--- src/rtl/bank_arb_pkg.sv ---
// -----------------------------------------------------------------------------
// bank_arb_pkg
// Shared definitions for the four-bank access arbiter:
//   - state_t      : sequencer states (IDLE, ISSUE, RDATA)
//   - NUM_BANKS    : number of memory banks behind the demux
//   - BANK_SEL_W   : width of the bank-select field (top address bits)
//   - bank_of()    : extracts the bank field from a requester address
// -----------------------------------------------------------------------------
package bank_arb_pkg;

    typedef enum logic [1:0] {
        ST_IDLE  = 2'd0,
        ST_ISSUE = 2'd1,
        ST_RDATA = 2'd2
    } state_t;

    localparam int NUM_BANKS  = 4;
    localparam int BANK_SEL_W = 2;

    // The bank lives in the top BANK_SEL_W bits of an addr_w-wide address.
    // The address is passed zero-extended to 32 bits so one helper serves
    // any requester address width.
    function automatic logic [BANK_SEL_W-1:0] bank_of(input logic [31:0] addr,
                                                      input int          addr_w);
        return BANK_SEL_W'(addr >> (addr_w - BANK_SEL_W));
    endfunction

endpackage

--- src/rtl/bank_access_arbiter_rr.sv ---
// -----------------------------------------------------------------------------
// rr_arbiter
// Combinational round-robin pick over N request lines. The search starts at
// i_ptr and wraps modulo N, so the requester at i_ptr has highest priority.
// Ports:
//   i_req    [N]      request vector
//   i_ptr    [PTR_W]  first index to consider (0..N-1)
//   o_onehot [N]      one-hot winner (all zero when nothing requests)
//   o_idx    [PTR_W]  binary index of the winner
//   o_valid           at least one request is present
// -----------------------------------------------------------------------------
module rr_arbiter #(
    parameter int N     = 4,
    parameter int PTR_W = (N > 1) ? $clog2(N) : 1
) (
    input  logic [N-1:0]     i_req,
    input  logic [PTR_W-1:0] i_ptr,
    output logic [N-1:0]     o_onehot,
    output logic [PTR_W-1:0] o_idx,
    output logic             o_valid
);

    always_comb begin : p_pick
        int               w_pos;
        logic [PTR_W-1:0] w_cand;
        o_onehot = '0;
        o_idx    = '0;
        o_valid  = 1'b0;
        w_pos    = 0;
        w_cand   = '0;
        for (int i = 0; i < N; i++) begin
            // Candidate index ptr+i, wrapped back into 0..N-1.
            w_pos = int'(i_ptr) + i;
            if (w_pos >= N) begin
                w_pos = w_pos - N;
            end
            w_cand = PTR_W'(w_pos);
            if (!o_valid && i_req[w_cand]) begin
                o_valid          = 1'b1;
                o_onehot[w_cand] = 1'b1;
                o_idx            = w_cand;
            end
        end
    end

endmodule

--- src/rtl/bank_access_arbiter.sv ---
// -----------------------------------------------------------------------------
// bank_access_arbiter
// Round-robin arbiter and access sequencer for the four-bank memory. One
// access is serialised at a time: IDLE picks a winner and latches its
// command, ISSUE drives the bank demux for exactly one cycle, and RDATA
// (reads only) captures the returned data, which is presented with a
// one-cycle o_rvalid pulse while the sequencer is back in IDLE.
//
// Handshake: a requester holds i_req until it sees its o_gnt pulse; it drops
// i_req in the following cycle or keeps it high to queue another access.
// Requests are only sampled in IDLE; changes while busy are not seen.
//
// Ports:
//   i_clk, i_rst_n         clock (rising edge), async active-low reset
//   i_req/i_we [NUM_REQ]   per-requester request level and write flag
//   i_addr, i_wdata        packed per-requester address / write data
//   o_gnt      [NUM_REQ]   one-hot grant pulse (ISSUE cycle)
//   o_rvalid   [NUM_REQ]   one-hot read-data-valid pulse
//   o_rdata    [DATA_W]    read data, valid with o_rvalid
//   o_busy                 sequencer not in IDLE
//   o_en, o_bank_sel       bank demux enable and select
//   o_mem_we, o_mem_addr,
//   o_mem_wdata            shared bank write-enable / address / data
//   i_mem_rdata [DATA_W]   muxed bank read data, valid the cycle after o_en
// -----------------------------------------------------------------------------
module bank_access_arbiter
    import bank_arb_pkg::*;
#(
    parameter int NUM_REQ = 4,
    parameter int ADDR_W  = 8,
    parameter int DATA_W  = 8
) (
    input  logic                      i_clk,
    input  logic                      i_rst_n,
    input  logic [NUM_REQ-1:0]        i_req,
    input  logic [NUM_REQ-1:0]        i_we,
    input  logic [NUM_REQ*ADDR_W-1:0] i_addr,
    input  logic [NUM_REQ*DATA_W-1:0] i_wdata,
    output logic [NUM_REQ-1:0]        o_gnt,
    output logic [NUM_REQ-1:0]        o_rvalid,
    output logic [DATA_W-1:0]         o_rdata,
    output logic                      o_busy,
    output logic                      o_en,
    output logic [BANK_SEL_W-1:0]     o_bank_sel,
    output logic                      o_mem_we,
    output logic [ADDR_W-3:0]         o_mem_addr,
    output logic [DATA_W-1:0]         o_mem_wdata,
    input  logic [DATA_W-1:0]         i_mem_rdata
);

    localparam int PTR_W = (NUM_REQ > 1) ? $clog2(NUM_REQ) : 1;

    state_t               r_state;
    state_t               w_state_nxt;
    logic [PTR_W-1:0]     r_ptr;
    logic [PTR_W-1:0]     r_win_idx;
    logic [NUM_REQ-1:0]   r_win_oh;
    logic                 r_we;
    logic [ADDR_W-1:0]    r_addr;
    logic [DATA_W-1:0]    r_wdata;
    logic [NUM_REQ-1:0]   r_rvalid;
    logic [DATA_W-1:0]    r_rdata;

    logic [NUM_REQ-1:0]   w_pick_oh;
    logic [PTR_W-1:0]     w_pick_idx;
    logic                 w_pick_valid;
    logic                 w_accept;

    rr_arbiter #(
        .N     (NUM_REQ),
        .PTR_W (PTR_W)
    ) u_rr (
        .i_req    (i_req),
        .i_ptr    (r_ptr),
        .o_onehot (w_pick_oh),
        .o_idx    (w_pick_idx),
        .o_valid  (w_pick_valid)
    );

    assign w_accept = (r_state == ST_IDLE) && w_pick_valid;

    // ---------------- FSM: state register ----------------
    always_ff @(posedge i_clk or negedge i_rst_n) begin
        if (!i_rst_n) begin
            r_state <= ST_IDLE;
        end else begin
            r_state <= w_state_nxt;
        end
    end

    // ---------------- FSM: next state and ISSUE-cycle strobes ----------------
    always_comb begin
        w_state_nxt = r_state;
        o_en        = 1'b0;
        o_mem_we    = 1'b0;
        o_gnt       = '0;
        case (r_state)
            ST_IDLE: begin
                if (w_pick_valid) begin
                    w_state_nxt = ST_ISSUE;
                end
            end
            ST_ISSUE: begin
                o_en        = 1'b1;
                o_mem_we    = r_we;
                o_gnt       = r_win_oh;
                w_state_nxt = r_we ? ST_IDLE : ST_RDATA;
            end
            ST_RDATA: begin
                w_state_nxt = ST_IDLE;
            end
            default: begin
                w_state_nxt = ST_IDLE;
            end
        endcase
    end

    // ---------------- command latch, pointer, read return ----------------
    always_ff @(posedge i_clk or negedge i_rst_n) begin
        if (!i_rst_n) begin
            r_ptr     <= '0;
            r_win_idx <= '0;
            r_win_oh  <= '0;
            r_we      <= 1'b0;
            r_addr    <= '0;
            r_wdata   <= '0;
            r_rvalid  <= '0;
            r_rdata   <= '0;
        end else begin
            if (w_accept) begin
                r_win_idx <= w_pick_idx;
                r_win_oh  <= w_pick_oh;
                r_we      <= i_we[w_pick_idx];
                r_addr    <= i_addr[w_pick_idx*ADDR_W +: ADDR_W];
                r_wdata   <= i_wdata[w_pick_idx*DATA_W +: DATA_W];
            end
            // The winner just granted becomes lowest priority next time.
            if (r_state == ST_ISSUE) begin
                r_ptr <= (r_win_idx == PTR_W'(NUM_REQ - 1)) ? '0 : r_win_idx + 1'b1;
            end
            r_rvalid <= '0;
            if (r_state == ST_RDATA) begin
                r_rvalid <= r_win_oh;
                r_rdata  <= i_mem_rdata;
            end
        end
    end

    // Address/data lines come straight from the latch, so they naturally
    // hold their last issued values outside ISSUE.
    assign o_bank_sel  = bank_of(32'(r_addr), ADDR_W);
    assign o_mem_addr  = r_addr[ADDR_W-3:0];
    assign o_mem_wdata = r_wdata;
    assign o_busy      = (r_state != ST_IDLE);
    assign o_rvalid    = r_rvalid;
    assign o_rdata     = r_rdata;

endmodule

--- config.mk ---
export PLATFORM = sky130hd
export DESIGN_NAME = bank_access_arbiter
export DESIGN_NICKNAME = d
export VERILOG_FILES = /design/src/rtl/bank_arb_pkg.sv /design/src/rtl/bank_access_arbiter_rr.sv /design/src/rtl/bank_access_arbiter.sv
export SDC_FILE = /design/constraint.sdc
export NUM_CORES = 1
export LEC_CHECK = 0
export ABC_AREA = 0
export CORE_MARGIN = 1.5
export CORE_UTILIZATION = 45
export DETAILED_ROUTE_END_ITERATION = 7
export GPL_ROUTABILITY_DRIVEN = 1
export GPL_TIMING_DRIVEN = 0
export PLACE_DENSITY_LB_ADDON = 0.3
export SYNTH_ARGS = -nofsm -noshare
export SYNTH_HDL_FRONTEND = slang
export SYNTH_SLANG_ARGS = --single-unit
--- constraint.sdc ---
create_clock -name i_clk -period 4.2 [get_ports i_clk]
set_input_delay 0.42 -clock i_clk [delete_from_list [all_inputs] [get_ports i_clk]]
set_output_delay 0.42 -clock i_clk [all_outputs]
set_load 0.02 [all_outputs]
==> qor.log, run 1 <==
INFO  timing         final_min_period_over_clock_period=79.1%
INFO  grt            grt_pass1_vias=2604
INFO  grt            gr-usage-met1=31.5%
INFO  cts            cts.repair_timing.setup_buffer_count=0
INFO  timing         unrepaired_setup_endpoints_after_global_routing=false
INFO  die            initial_core_util=47.9%
INFO  logic_synthesis netlist_area=2510um2
INFO  critical_path  critical-path-slowest-cell=mux4_2
INFO  drt            postRouteAntennaNets=0
INFO  drt            viasPerCell=5.66
INFO  logic_synthesis dominant_synthesized_flop_cell=dfrtp_1
INFO  cts            clkLatencyLatePin=300ps
INFO  drt            drt_iter0_drc=164
INFO  logic_synthesis synth_warnings=0
INFO  drt            dr_total_vias=2587
INFO  run_status     run_status=finished clean
INFO  placed_design  dp_worst_setup_slack=942ps
INFO  placed_design  dpl.cell_count=449
INFO  power_and_ir_drop power.share.switching=46.5%
INFO  layout         num_antenna_cells=0
INFO  cts            cts-root-buf=clkbuf_8
INFO  layout         final_core_utilization=73.3%
INFO  power_and_ir_drop clock_network_fraction_of_design_power=8.4%
INFO  cts            cts_made_buffers=5
INFO  grt            global_route_wire_length_before_repair=12000um
INFO  critical_path  criticalPathCategory=flip-flop to flip-flop
INFO  die            core-area=5240um2
INFO  timing         fmax=301MHz
INFO  placed_design  place.port_buffers=116
INFO  grt            gr-total-overflow=0
INFO  critical_path  setup.worst_path.start_class=flip-flop
INFO  logic_synthesis asyncSetResetFlopFracSynth=100%
INFO  cts            cts_max_path_buffers=2
INFO  logic_synthesis number_of_synthesized_flops_with_an_enable_pin=0
INFO  layout         final_layout_size_suffix_gt1_share=8.27%
INFO  logic_synthesis commonest_cells_post_synth=nand2_1 (50), dfrtp_1 (39), and3_1 (34)
INFO  timing         final.setup.worst_slack=879ps
INFO  grt            maximum_number_of_pins_on_one_net_before_global_route_repair=40
INFO  logic_synthesis synth_top_area_share=38.9%
INFO  timing         worst_slew_margin_rel=43.8%
INFO  critical_path  crit_top_cell=buf_6
INFO  timing         tightest_slew=844ps
INFO  power_and_ir_drop peakVddDrop=0.423mV
INFO  cts            cts.htree.levels=2
INFO  layout         layoutNonFillerInstCount=457
INFO  logic_synthesis synthTopCellsByArea=dfrtp_1 (39%), and3_1 (8.5%), nand2_1 (7.5%)
INFO  critical_path  critical_path.max_fanout=10
INFO  logic_synthesis synth_largest_area_cell=dfrtp_1
INFO  die            floorplan.die.width=77.6um
INFO  power_and_ir_drop seq_power_share=22.7%
INFO  layout         area.growth.synth_to_final=53.1%
INFO  critical_path  worst_ep_arrival_time=3530ps
INFO  logic_synthesis synthesis.nets=351
INFO  critical_path  ff_to_ff_path_depth=10
INFO  die            rows=26
INFO  drt            first_pass_iters=4
INFO  grt            grt_util_met2=42.8%
INFO  logic_synthesis netlist-cell-type-count=34
INFO  placed_design  gp_congestion=0.832
INFO  timing         setup_tns=0ps
INFO  critical_path  critical_path.max_stage_delay=640ps
INFO  logic_synthesis syn-instance-count=263
INFO  logic_synthesis ys_seq_elements=39
INFO  logic_synthesis synth_seq_area_share=38.9%
INFO  power_and_ir_drop finalPower=0.00298W
INFO  cts            cts_tree=yes
INFO  drt            drcViolationCount=0
INFO  grt            grt-busiest-layer=met2
INFO  timing         final_hold_viol_count=0
INFO  cts            cts_resized=0
INFO  drt            total_wirelength_of_the_detailed_routed_design=7390um
INFO  timing         fin_worst_skew=11.4ps
INFO  logic_synthesis syn_avg_cell_area=9.53um2
INFO  critical_path  crit_path_end_kind=flip-flop
INFO  critical_path  crit_path_cell_trace=buf_6 -> inv_1 -> ha_1 -> mux4_2 -> nor2b_1 -> buf_6 -> o21a_1 -> clkbuf_1 -> a2111oi_0 -> o31ai_1
INFO  grt            antenna_violations_before_repair=0
INFO  power_and_ir_drop cell_internal_pwr=0.00159W
INFO  run            maxCapViolations=0
INFO  power_and_ir_drop power_switching=0.00138W
INFO  grt            use_met3=6.12%
INFO  logic_synthesis most_numerous_cell_in_the_yosys_netlist=nand2_1
INFO  layout         finish.net_count=474
INFO  drt            wl_per_cell=16.2um
INFO  cts            path_clk_slew=80ps
INFO  die            design.die.area=6030um2
INFO  timing         number_of_failing_setup_endpoints_in_the_final_timing_report=0
INFO  die            die_y=77.6um
INFO  grt            grt_usage=25.3%
INFO  power_and_ir_drop static-leakage-power=1.68nW
INFO  power_and_ir_drop p_per_area=775nW/um2
INFO  timing         fin_crit=3320ps
INFO  die            num_io_pins=117
INFO  timing         finalMaxSlewViolations=0
INFO  worst_hold_path timing.hold.worst.class=input port to async pin
INFO  cts            post_cts_hold_buffer_count=0
INFO  cts            tritoncts_num_sinks=39
INFO  critical_path  required=4400ps
INFO  power_and_ir_drop comb_power_share=68.9%
INFO  placed_design  place.detailed.hpwl=5710um
-- worst paths after layout --
path / start / endpoint / slack, ps
min reg2reg: o_rdata[5]$_DFFE_PN0N_ / o_rdata[5]$_DFFE_PN0N_ / 490
max: r_ptr[0]$_DFFE_PN0P_ / r_addr[4]$_DFFE_PN0P_ / 880
min in group i_clk: o_rdata[5]$_DFFE_PN0N_ / o_rdata[5]$_DFFE_PN0N_ / 490
min: i_rst_n / r_addr[4]$_DFFE_PN0P_ / 220
max in group asynchronous: i_rst_n / r_ptr[0]$_DFFE_PN0P_ / 3440
max reg2reg: r_ptr[0]$_DFFE_PN0P_ / r_addr[4]$_DFFE_PN0P_ / 880
-- cells by family after synthesis --
kind of cell    share of synthesized area, %
simple gates                            22.2
mux                                     4.19
compound gates                          25.1
flops                                   38.9
buf+inv                                 6.54
fa+ha+maj                               2.99
-- power groups by stage --
| stage | sequential [W] | combinational (W) | clock [W] |
|---|---|---|---|
| floorplan | 0.000809 | 0.00120 | 0 |
| global placement | 0.000674 | 0.00198 | 0 |
| detailed placement | 0.000679 | 0.00204 | 0 |
| CTS | 0.000674 | 0.00204 | 0.000255 |
| global route | 0.000697 | 0.00223 | 0.000272 |
| finish | 0.000675 | 0.00205 | 0.000251 |
-- flip-flops by register name (all words and copies together), names as in the netlist --
| name | cells |
|---|---|
| o_mem_wdata | 8 |
| r_state | 2 |
| r_we | 1 |
| r_win_oh | 4 |
| o_rdata | 8 |
| r_ptr | 2 |
| r_win_idx | 2 |
| r_addr | 8 |
| o_rvalid | 4 |
-- routing by layer --
layer / vias to the layer above / share of wire [%]
li1: 1244 / -
met1: 1191 / 42
met2: 135 / 48
met3: 17 / 7.8
met4: 0 / 2.0
met5: - / 0
-- per-stage QoR --
step / instance area (um2) / hold WS [ps]
floorplan: 2510 / 124
global placement: 3760 / 457
detailed placement: 3750 / 466
CTS: 3840 / 253
global route: 3840 / 291
finish: 3840 / 224
-- worst max-delay path: cells and delay by family (launching register included) --
family,cells,cell delay [ps]
flip-flops,1,520
buffers and inverters,4,770
AND/OR/NAND/NOR,1,180
adder cells (fa/ha/maj),1,380
AO/OA/AOI/OAI,3,730
multiplexers,1,640
-- cell type report --
| cell class | instances | area [um2] |
|---|---|---|
| fillers | 387 | 1400 |
| inverters | 6 | 22.5 |
| repair buffers | 116 | 1160 |
| flip-flops and latches | 39 | 976 |
| plain buffers | 23 | 141 |
| clock buffers | 5 | 68.8 |
| multi-input cells | 195 | 1370 |
| well taps | 70 | 87.6 |
| clock inverters | 3 | 20.0 |
-- placed cells by master, fill, tap and decap left out, types with 2 or more instances in the layout --
cell,count
clkdlybuf4s50_1,115
nand2_1,50
dfrtp_1,39
and3_1,34
a221oi_1,17
a2111oi_0,17
o31ai_1,17
clkbuf_1,11
and2_1,9
inv_1,6
buf_6,6
nand2b_1,6
buf_2,6
ha_1,6
o21ai_1,5
clkbuf_8,5
mux4_2,4
a221o_1,4
a22oi_1,4
nor2_1,3
o21ai_0,3
nor2b_1,2
nor3_1,2
clkinvlp_4,2
Note: power is estimated with default switching activity, not from simulation.
==> inputs of run 2 (changes only) <==
--- a/config.mk
+++ b/config.mk
@@ -7,7 +7,7 @@
 export LEC_CHECK = 0
 export ABC_AREA = 0
 export CORE_MARGIN = 1.5
-export CORE_UTILIZATION = 45
+export CORE_UTILIZATION = 38
 export DETAILED_ROUTE_END_ITERATION = 7
 export GPL_ROUTABILITY_DRIVEN = 1
 export GPL_TIMING_DRIVEN = 0
==> constraint.sdc (replaced) <==
create_clock -name i_clk -period 2.72 [get_ports i_clk]
set_input_delay 0.272 -clock i_clk [delete_from_list [all_inputs] [get_ports i_clk]]
set_output_delay 0.272 -clock i_clk [all_outputs]
set_load 0.02 [all_outputs]
==> run 2 against run 1 <==
The run now ends with setup timing left. Sequential share of layout area down 1.8 points. Via count up 1.9%. Die area up 18%. Clock power up 100%. Cell area up 8.0%. Clock-buffer cell count up 1. Core utilization down 8.0 points. Worst setup slack worse by 910 ps. Register-to-register slack worse by 910 ps. Wire length up 3.9%. Hold slack worse by 150 ps. Critical endpoint is now r_addr[2]$_DFFE_PN0P_. Largest power group unchanged.
==> qor.log, run 2 (synthesis gave the netlist of run 1 again) <==
INFO  critical_path  setup.worst_path.start_class=flip-flop
INFO  drt            viasPerCell=5.60 [-1.1%]
INFO  timing         final_min_period_over_clock_period=101% [+22 points]
INFO  die            num_io_pins=117 [unchanged]
INFO  power_and_ir_drop power_switching=0.00235W [+70%]
INFO  timing         setup_tns=-26.6ps [-26.6 ps]
INFO  die            die_y=84.2um [+8.5%]
INFO  run_status     run_status=finished with violations
INFO  grt            antenna_violations_before_repair=0 [unchanged]
INFO  timing         unrepaired_setup_endpoints_after_global_routing=true
INFO  timing         fin_worst_skew=7.03ps [-4.41 ps]
INFO  cts            cts_max_path_buffers=2 [unchanged]
INFO  drt            postRouteAntennaNets=0 [unchanged]
INFO  power_and_ir_drop seq_power_share=19.6% [-3.1 points]
INFO  power_and_ir_drop clock_network_fraction_of_design_power=9.5% [+1.1 points]
INFO  grt            gr-total-overflow=0 [unchanged]
INFO  cts            cts-root-buf=clkbuf_8
INFO  placed_design  gp_congestion=0.815 [-2.1%]
INFO  critical_path  worst_ep_arrival_time=2910ps [-620 ps]
INFO  layout         mostFrequentLayoutCells=clkdlybuf4s50_1 (115), nand2_1 (49), dfrtp_1 (37)
INFO  cts            tritoncts_num_sinks=39 [unchanged]
INFO  drt            drcViolationCount=0 [unchanged]
INFO  cts            cts_tree=yes
INFO  die            design.die.area=7090um2 [+18%]
INFO  critical_path  criticalPathCategory=flip-flop to flip-flop
INFO  critical_path  required=2890ps [-1510 ps]
INFO  layout         final_layout_size_suffix_gt1_share=16.2% [+8.0 points]
INFO  placed_design  place.detailed.hpwl=5750um [+0.71%]
INFO  power_and_ir_drop power.share.switching=44.7% [-1.8 points]
INFO  power_and_ir_drop comb_power_share=70.9% [+2.0 points]
INFO  layout         mostFrequentLayoutCell=clkdlybuf4s50_1
INFO  timing         number_of_failing_setup_endpoints_in_the_final_timing_report=1 [+1]
INFO  drt            dr_total_vias=2636 [+1.9%]
INFO  drt            wl_per_cell=16.3um [+0.84%]
INFO  power_and_ir_drop cell_internal_pwr=0.00291W [+83%]
INFO  drt            first_pass_iters=4 [unchanged]
INFO  layout         area.growth.synth_to_final=65.4%
INFO  die            rows=29 [+12%]
INFO  timing         timing.hold.ws=79.0ps [-145 ps]
INFO  power_and_ir_drop p_per_area=1270nW/um2 [+64%]
INFO  timing         finalMaxSlewViolations=0 [unchanged]
INFO  grt            grt_pass1_vias=2588 [-0.61%]
INFO  placed_design  dp_worst_setup_slack=-352ps [-1290 ps]
INFO  die            core-area=6350um2 [+21%]
INFO  drt            drt_iter0_drc=116 [-29%]
INFO  worst_hold_path timing.hold.worst.class=input port to async pin
INFO  layout         num_antenna_cells=0 [unchanged]
INFO  grt            grt_usage=21.5% [-3.7 points]
INFO  cts            cts_made_buffers=5 [unchanged]
INFO  layout         final_core_utilization=65.3% [-8.0 points]
INFO  timing         worst_slew_margin_rel=43.5% [-0.22 points]
INFO  critical_path  crit_path_end_kind=flip-flop
INFO  run            maxCapViolations=0 [unchanged]
INFO  critical_path  critical_path.max_fanout=10 [unchanged]
INFO  placed_design  place.port_buffers=116 [unchanged]
INFO  cts            cts.htree.levels=2 [unchanged]
INFO  die            floorplan.die.width=84.2um [+8.5%]
INFO  grt            global_route_wire_length_before_repair=12300um [+2.2%]
INFO  die            initial_core_util=39.5% [-8.4 points]
INFO  cts            clkLatencyLatePin=290ps [about the same]
INFO  power_and_ir_drop static-leakage-power=1.79nW [+6.4%]
INFO  drt            total_wirelength_of_the_detailed_routed_design=7680um [+3.9%]
INFO  power_and_ir_drop peakVddDrop=0.561mV [+33%]
INFO  timing         fin_crit=2750ps [-574 ps]
INFO  timing         fmax=364MHz [+21%]
INFO  timing         tightest_slew=847ps [+3.27 ps]
INFO  timing         final_hold_viol_count=0 [unchanged]
INFO  grt            maximum_number_of_pins_on_one_net_before_global_route_repair=40 [unchanged]
INFO  layout         finish.net_count=481 [+1.5%]
INFO  run_status     violated_checks=setup timing
INFO  cts            path_clk_slew=80ps [about the same]
INFO  timing         final.setup.worst_slack=-26.6ps [-906 ps]
[run 2: cell count changes in the layout (fill, tap and decap cells not counted), sizes merged]
cell,delta
buf,+7
bufinv,+1
clkinvlp,-2
clkbuf,+1
[run 2: stage by stage]
step / power [W] / cells / instance area (um2)
2_1_floorplan: 0.00311 / 263 / 2510
3_3_place_gp: 0.00411 / 456 / 3770
3_5_place_dp: 0.00420 / 456 / 3760
4_1_cts: 0.00487 / 466 / 3970
5_1_grt: 0.00564 / 471 / 4150
6_report: 0.00526 / 471 / 4150
[run 2: final cells by class]
type,count,area (um2)
Buffer,23,168
Clock buffer,6,82.6
Clock inverter,2,35.0
Fill cell,542,2200
Inverter,6,22.5
Multi-Input combinational cell,195,1560
Sequential cell,39,978
Tap cell,77,96.3
Timing Repair Buffer,123,1210
[run 2: metal layers]
layer | vias up | part of all wire, % | track usage (%)
li1 | 1264 | - | -
met1 | 1242 | 43 | 26.8
met2 | 119 | 48 | 37.1
met5 | - | 0 | 0
met4 | 0 | 1.9 | 6.71
met3 | 11 | 7.5 | 4.82
[run 2: worst max-delay path, stage by stage, from the launching register on]
cell	delay, ps
dfrtp_2	380
buf_6	160
inv_1	110
ha_4	300
or3b_2	480
o211ai_4	170
nand2_2	160
buf_4	230
a2111oi_1	520
o31ai_1	110
[run 2: worst paths after layout]
| kind | start | depth (start not counted) | slack [ps] | to |
|---|---|---|---|---|
| worst max-delay path | r_ptr[0]$_DFFE_PN0P_ | 9 | -30 | r_addr[2]$_DFFE_PN0P_ |
| worst min-delay path | i_rst_n | 1 | 80 | o_rvalid[2]$_DFF_PN0_ |
| worst max register to register | r_ptr[0]$_DFFE_PN0P_ | 9 | -30 | r_addr[2]$_DFFE_PN0P_ |
| worst min register to register | o_mem_wdata[6]$_DFFE_PN0P_ | 2 | 480 | o_mem_wdata[6]$_DFFE_PN0P_ |
| max in group asynchronous | i_rst_n | 1 | 2050 | r_ptr[1]$_DFFE_PN0P_ |
| min in group i_clk | o_mem_wdata[6]$_DFFE_PN0P_ | 2 | 480 | o_mem_wdata[6]$_DFFE_PN0P_ |
[run 2: timing repair]
action,in CTS,in global routing
endpoints found under the hold margin,0,0
hold buffers,0,0
resized for setup,18,38
gates cloned,0,1
setup endpoints to repair,24,16
pin swaps,2,2
buffers inserted,2,4
[run 2: power groups by stage]
stage	Combinational (W)	Clock (W)	Sequential (W)
floorplan	0.00186	0	0.00125
global route	0.00404	0.000533	0.00107
global placement	0.00308	0	0.00104
detailed placement	0.00314	0	0.00105
finish	0.00373	0.000501	0.00103
CTS	0.00333	0.000509	0.00103
